==> config.mk <==
export PLATFORM = sky130hd
export DESIGN_NAME = interrupt_controller
export DESIGN_NICKNAME = d
export VERILOG_FILES = /design/src/rtl/interrupt_controller_pkg.sv /design/src/rtl/intc_priority_encoder.sv /design/src/rtl/interrupt_controller.sv
export SDC_FILE = /design/constraint.sdc
export NUM_CORES = 1
export LEC_CHECK = 0
export ABC_AREA = 1
export ABC_CLOCK_PERIOD_IN_PS = 3600
export CORE_MARGIN = 4
export CORE_UTILIZATION = 47
export CTS_BUF_LIST = sky130_fd_sc_hd__clkbuf_2
export CTS_CLUSTER_DIAMETER = 80
export DETAILED_ROUTE_END_ITERATION = 12
export GPL_ROUTABILITY_DRIVEN = 0
export GPL_TIMING_DRIVEN = 0
export PLACE_DENSITY = 0.81
export SLEW_MARGIN = 10
export SYNTH_ARGS = -nofsm -noshare
export SYNTH_HDL_FRONTEND = slang
export SYNTH_SLANG_ARGS = --single-unit
==> constraint.sdc <==
create_clock -name MCLK -period 3.6 [get_ports MCLK]
set_input_delay 0.54 -clock MCLK [delete_from_list [all_inputs] [get_ports MCLK]]
set_output_delay 0.54 -clock MCLK [all_outputs]
set_load 0.05 [all_outputs]
==> src/rtl/interrupt_controller_pkg.sv <==
// Shared vector constants, FSM state encoding and vector-range helper for the interrupt controller.
package interrupt_controller_pkg;

  localparam logic [5:0] NMI_VEC_LSB   = 6'd62;
  localparam logic [5:0] RESET_VEC_LSB = 6'd63;

  typedef enum logic [1:0] {
    INTC_IDLE = 2'd0,
    INTC_REQ  = 2'd1,
    INTC_ACK  = 2'd2
  } intc_state_e;

  // Maskable vectors must sit below NMI, which itself sits below the reset vector.
  function automatic logic vector_in_range(input int base, input int num);
    return (num >= 1) && (num <= 16) && (base >= 0) &&
           (base + num <= int'(NMI_VEC_LSB)) && (NMI_VEC_LSB < RESET_VEC_LSB);
  endfunction

endpackage

==> src/rtl/intc_priority_encoder.sv <==
// Highest-index-first priority encoder with a valid flag; purely combinational.
module intc_priority_encoder #(
  parameter int WIDTH = 16,
  parameter int IDX_W = (WIDTH > 1) ? $clog2(WIDTH) : 1
) (
  input  logic [WIDTH-1:0] i_req,
  output logic [IDX_W-1:0] o_idx,
  output logic             o_valid
);

  // Ascending scan so the last (highest) set bit overwrites lower ones.
  always_comb begin
    o_idx   = '0;
    o_valid = |i_req;
    for (int i = 0; i < WIDTH; i++) begin
      o_idx = i_req[i] ? IDX_W'(i) : o_idx;
    end
  end

endmodule

==> src/rtl/interrupt_controller.sv <==
// Fixed-priority interrupt controller feeding the CPU's NMI/INT/IntAddrLSBs inputs.
// Optional input synchronisers are enabled with the INTC_SYNC_EN macro.
module interrupt_controller
  import interrupt_controller_pkg::*;
#(
  parameter int NUM_SRC  = 16,
  parameter int VEC_BASE = 46
) (
  input  logic               MCLK,
  input  logic               reset,
  input  logic [NUM_SRC-1:0] IRQ,
  input  logic               NMI_IN,
  input  logic               INTACK,
  output logic               NMI,
  output logic               INT,
  output logic [5:0]         IntAddrLSBs,
  output logic [NUM_SRC-1:0] IRQ_CLR
);

  localparam int IDX_W = (NUM_SRC > 1) ? $clog2(NUM_SRC) : 1;
  localparam logic [NUM_SRC-1:0] ONE_SRC = NUM_SRC'(1);

  if (!vector_in_range(VEC_BASE, NUM_SRC)) begin : g_bad_vec
    $error("interrupt_controller: VEC_BASE+NUM_SRC must not exceed 62 and NUM_SRC must be 1..16");
  end

  logic [NUM_SRC-1:0] w_irq;
  logic               w_nmi_in;

`ifdef INTC_SYNC_EN
  logic [NUM_SRC-1:0] r_irq_s1, r_irq_s2;
  logic               r_nmi_s1, r_nmi_s2;

  // Two-flop synchronisers for asynchronous request sources.
  always_ff @(posedge MCLK or negedge reset) begin
    if (!reset) begin
      r_irq_s1 <= '0;
      r_irq_s2 <= '0;
      r_nmi_s1 <= 1'b0;
      r_nmi_s2 <= 1'b0;
    end else begin
      r_irq_s1 <= IRQ;
      r_irq_s2 <= r_irq_s1;
      r_nmi_s1 <= NMI_IN;
      r_nmi_s2 <= r_nmi_s1;
    end
  end

  assign w_irq    = r_irq_s2;
  assign w_nmi_in = r_nmi_s2;
`else
  assign w_irq    = IRQ;
  assign w_nmi_in = NMI_IN;
`endif

  intc_state_e        r_state, w_state_nxt;
  logic               r_nmi_prev, r_nmi_pend, w_nmi_pend_nxt;
  logic               w_nmi_nxt, w_int_nxt;
  logic [5:0]         w_vec_nxt;
  logic [NUM_SRC-1:0] w_clr_nxt;

  logic [IDX_W-1:0]   w_enc_idx;
  logic               w_enc_valid;
  logic               w_nmi_edge, w_nmi_req, w_req;
  logic [5:0]         w_win_vec, w_cur_idx;

  intc_priority_encoder #(.WIDTH(NUM_SRC), .IDX_W(IDX_W)) u_prio (
    .i_req   (w_irq),
    .o_idx   (w_enc_idx),
    .o_valid (w_enc_valid)
  );

  // An edge arriving this cycle competes immediately so NMI latency matches IRQ latency.
  assign w_nmi_edge = w_nmi_in & ~r_nmi_prev;
  assign w_nmi_req  = r_nmi_pend | w_nmi_edge;
  assign w_req      = w_nmi_req | w_enc_valid;
  assign w_win_vec  = w_nmi_req ? NMI_VEC_LSB : (6'(VEC_BASE) + 6'(w_enc_idx));
  assign w_cur_idx  = IntAddrLSBs - 6'(VEC_BASE);

  // Next-state and next-output logic for the request/acknowledge handshake.
  always_comb begin
    w_state_nxt    = r_state;
    w_nmi_nxt      = NMI;
    w_int_nxt      = INT;
    w_vec_nxt      = IntAddrLSBs;
    w_clr_nxt      = '0;
    w_nmi_pend_nxt = w_nmi_req;
    case (r_state)
      INTC_IDLE: begin
        if (w_req) begin
          w_nmi_nxt   = w_nmi_req;
          w_int_nxt   = ~w_nmi_req;
          w_vec_nxt   = w_win_vec;
          w_state_nxt = INTC_REQ;
        end else begin
          w_nmi_nxt = 1'b0;
          w_int_nxt = 1'b0;
        end
      end
      INTC_REQ: begin
        if (INTACK) begin
          // The source named by the registered vector is the one serviced; a fresh edge re-arms NMI.
          if (NMI) begin
            w_nmi_pend_nxt = w_nmi_edge;
          end else begin
            w_clr_nxt = ONE_SRC << w_cur_idx;
          end
          w_nmi_nxt   = 1'b0;
          w_int_nxt   = 1'b0;
          w_state_nxt = INTC_ACK;
        end else if (w_req) begin
          w_nmi_nxt = w_nmi_req;
          w_int_nxt = ~w_nmi_req;
          w_vec_nxt = w_win_vec;
        end else begin
          w_nmi_nxt   = 1'b0;
          w_int_nxt   = 1'b0;
          w_state_nxt = INTC_IDLE;
        end
      end
      INTC_ACK: begin
        w_nmi_nxt = 1'b0;
        w_int_nxt = 1'b0;
        if (!INTACK) begin
          w_state_nxt = INTC_IDLE;
        end else begin
          w_state_nxt = INTC_ACK;
        end
      end
      default: begin
        w_nmi_nxt   = 1'b0;
        w_int_nxt   = 1'b0;
        w_state_nxt = INTC_IDLE;
      end
    endcase
  end

  // State, NMI capture and registered CPU-facing outputs.
  always_ff @(posedge MCLK or negedge reset) begin
    if (!reset) begin
      r_state     <= INTC_IDLE;
      r_nmi_prev  <= 1'b1;
      r_nmi_pend  <= 1'b0;
      NMI         <= 1'b0;
      INT         <= 1'b0;
      IntAddrLSBs <= 6'd0;
      IRQ_CLR     <= '0;
    end else begin
      r_state     <= w_state_nxt;
      r_nmi_prev  <= w_nmi_in;
      r_nmi_pend  <= w_nmi_pend_nxt;
      NMI         <= w_nmi_nxt;
      INT         <= w_int_nxt;
      IntAddrLSBs <= w_vec_nxt;
      IRQ_CLR     <= w_clr_nxt;
    end
  end

endmodule

==> flow_summary.json <==
{
  "achievable-frequency_mhz": 434,
  "slowest_stage": "sky130_fd_sc_hd__clkdlybuf4s50_1",
  "finalCriticalPeriod_ns": 2.31,
  "critical_path.n_buffers_inverters": 1,
  "synth.most_common_cell": "sky130_fd_sc_hd__nand2_1",
  "viasPerCell": 5.06,
  "synthFlopType": "sky130_fd_sc_hd__dfrtp_1",
  "vdd.ir_drop.worst_mv": 0.156,
  "synthTopCellsByArea": "sky130_fd_sc_hd__dfrtp_1, sky130_fd_sc_hd__nand2_1, sky130_fd_sc_hd__inv_1",
  "detail-route-antenna-nets": 0,
  "tightestPinTransition_ns": 0.586,
  "synth.yosys.seq_area_share_pct": 50.1,
  "status": "finished clean",
  "grt_usage_pct": 15.3,
  "grt_first_pass_wirelength_microns": 4940,
  "beginning_of_the_critical_path": "IntAddrLSBs[1]",
  "finalWirelength_microns": 2830,
  "worst_r2r_startpoint": "IntAddrLSBs[1]",
  "cap_viol_max_count": 0,
  "worst-endpoint-arrival_ns": 1.77,
  "finish.cell_count_without_fillers": 232,
  "totalNegativeSetupSlack_ns": 0,
  "worst_clock_skew_ns": 0.0102,
  "critical_path.startpoint_type": "register",
  "syn_nets": 178,
  "post_synth_instance_area_sq_mm": 0.00140,
  "slowest_delay_ns": 0.86,
  "yosys-top-cells-count": "sky130_fd_sc_hd__nand2_1, sky130_fd_sc_hd__dfrtp_1, sky130_fd_sc_hd__inv_1, sky130_fd_sc_hd__nor2_1, sky130_fd_sc_hd__nand4_1",
  "setup_viol_count_final": 0,
  "final_nets": 226,
  "clock_insertion_delay_worst_skew_ns": 0.34,
  "postSynthCellCount": 154,
  "cts.reportedPaths.clkPinSlew_ns": 0.24,
  "dieWidth_microns": 62.6,
  "layout-drive-gt1-share_pct": 11.4,
  "drc": 0,
  "timing.hold.worst.class": "in2async",
  "globalRouteOverflowTotal": 0,
  "worst-setup-path-type": "reg2out",
  "total_leakage_power_nw": 0.916,
  "rsz0062_at_grt": "no",
  "report.final.slew_viol_count": 0,
  "asyncSetResetFlopFracSynth_pct": 100,
  "cts_post_setup_buffers_inserted": 0,
  "path_max_fanout": 9,
  "top_level_ports": 44,
  "post_synth_edffs": 0,
  "worstSetupEndpointType": "primary output",
  "slew_headroom_pct": 60.9,
  "cts.sink_count": 28,
  "hold_buffers": 0,
  "worst_path_dominant_cell_family": "buffers and inverters",
  "fp-row-count": 19,
  "drt_iter0_drc": 24,
  "ys_seq_elements": 28,
  "cts_made_buffers": 3,
  "cts_resized": 0,
  "grt_max_degree": 29,
  "crit_path_cell_trace": "clkdlybuf4s50_1",
  "power.density_cell_area_mw_per_mm2": 490,
  "core-area_sq_mm": 0.00281,
  "io_buffer_count": 43,
  "final_cell_area_sq_mm": 0.00188,
  "worst_ep_required_time_ns": 3.06,
  "synth-warning-count": 0,
  "cts_root_buf": "sky130_fd_sc_hd__clkbuf_2",
  "synth_area_per_cell_sq_um": 9.10,
  "synth_top_area_share_pct": 48.2,
  "ctsLongestPathBuffers": 2,
  "hold_violations": 0,
  "synth.distinct_cells": 31,
  "antenna_found_initial": 0,
  "cts-htree-levels": 1,
  "dieHeight_microns": 62.6,
  "clock_tree_from_tritoncts": "yes",
  "die_area_sq_mm": 0.00392,
  "antennaDiodeCount": 0,
  "first_pass_drt_iterations": 4,
  "syn2layout_area_growth_pct": 34.5,
  "finalCritPeriodShare_pct": 64.1,
  "timing.final.ws_setup_ns": 1.29,
  "dpl-instance-area_sq_mm": 0.00187,
  "detailed_place_hpwl_microns": 2380,
  "post_drt_wl_per_cell_microns": 12.2,
  "post-place-ws_ns": 1.24,
  "via_count_of_the_first_global_routing_pass": 1217,
  "dp.cells": 228,
  "count_of_vias_placed_by_the_detailed_router": 1174,
  "initial_utilization_pct": 50.0,
  "post-synth-top-area-cell": "sky130_fd_sc_hd__dfrtp_1"
}
## cell type report
type,instances,area (sq um)
well taps,31,38.8
fillers,248,921
clock inverters,1,3.75
clock buffers,3,15.0
flip-flops and latches,28,702
repair buffers,43,425
multi-input cells,99,598
inverters,27,101
## power by group
part,switching (mW),internal (mW)
clock,0.0841,0.0241
sequential,0.0352,0.354
combinational,0.278,0.148
total,0.398,0.526
## layout by cell type, fill, tap and decap left out, drive strengths merged
master and instances:
a211oi 1, a21oi 5, a31oi 2, a41oi 1, buf 1, clkbuf 3, clkdlybuf4s50 42, clkinv 1
dfrtp 27, dfstp 1, ha 4, inv 27, nand2 32, nand3 5, nand3b 1, nand4 9
nor2 27, nor3b 1, o21ai 4, o22ai 1, or2 1, or3 1, xnor2 1, xor2 3
## state kept, by name, summed over array words and instances (netlist names)
register     count
IRQ_CLR         16
IntAddrLSBs      6
r_state          2
INT              1
NMI              1
r_nmi_pend       1
r_nmi_prev       1
## per-stage QoR
stage	utilization, %	hold WS [ns]	power, mW
detailed placement	66.7	0.523	0.821
finish	67.2	0.152	0.924
floorplan	-	0.244	0.686
CTS	67.4	0.562	0.928
global placement	66.7	0.509	0.797
global route	67.2	0.181	0.989
## path summary, 6_finish.rpt
kind                                  end  depth (start not counted)  slack, ns
hold / removal                IRQ_CLR[10]                          1       0.15
min in group MCLK              r_nmi_pend                          1       0.56
setup reg to reg               IRQ_CLR[1]                          5       1.78
setup / recovery           IntAddrLSBs[1]                          1       1.29
hold reg to reg                r_nmi_pend                          1       0.56
max in group asynchronous      r_nmi_prev                          1       3.07
## cell families (layout without fill, tap and decap cells)
family                     count (synthesis)  in the layout  synth area share, %
and+or+nand+nor                           77             77                 29.6
adders and majority gates                  4              4                 3.57
DFF                                       28             28                 50.1
xor gates and xnor gates                   4              4                 2.50
buffers and inverters                     27             74                 7.23
AOI/OAI and AO/OA                         14             14                 7.05
## layer usage
metal	global-route usage [%]	routed length [microns]	up-vias
li1	-	-	586
met1	13.8	1010	543
met2	31.6	1580	39
met3	2.88	181	6
met4	7.44	59	0
met5	0	0	-
No activity file was read; power rests on OpenSTA's default activity.
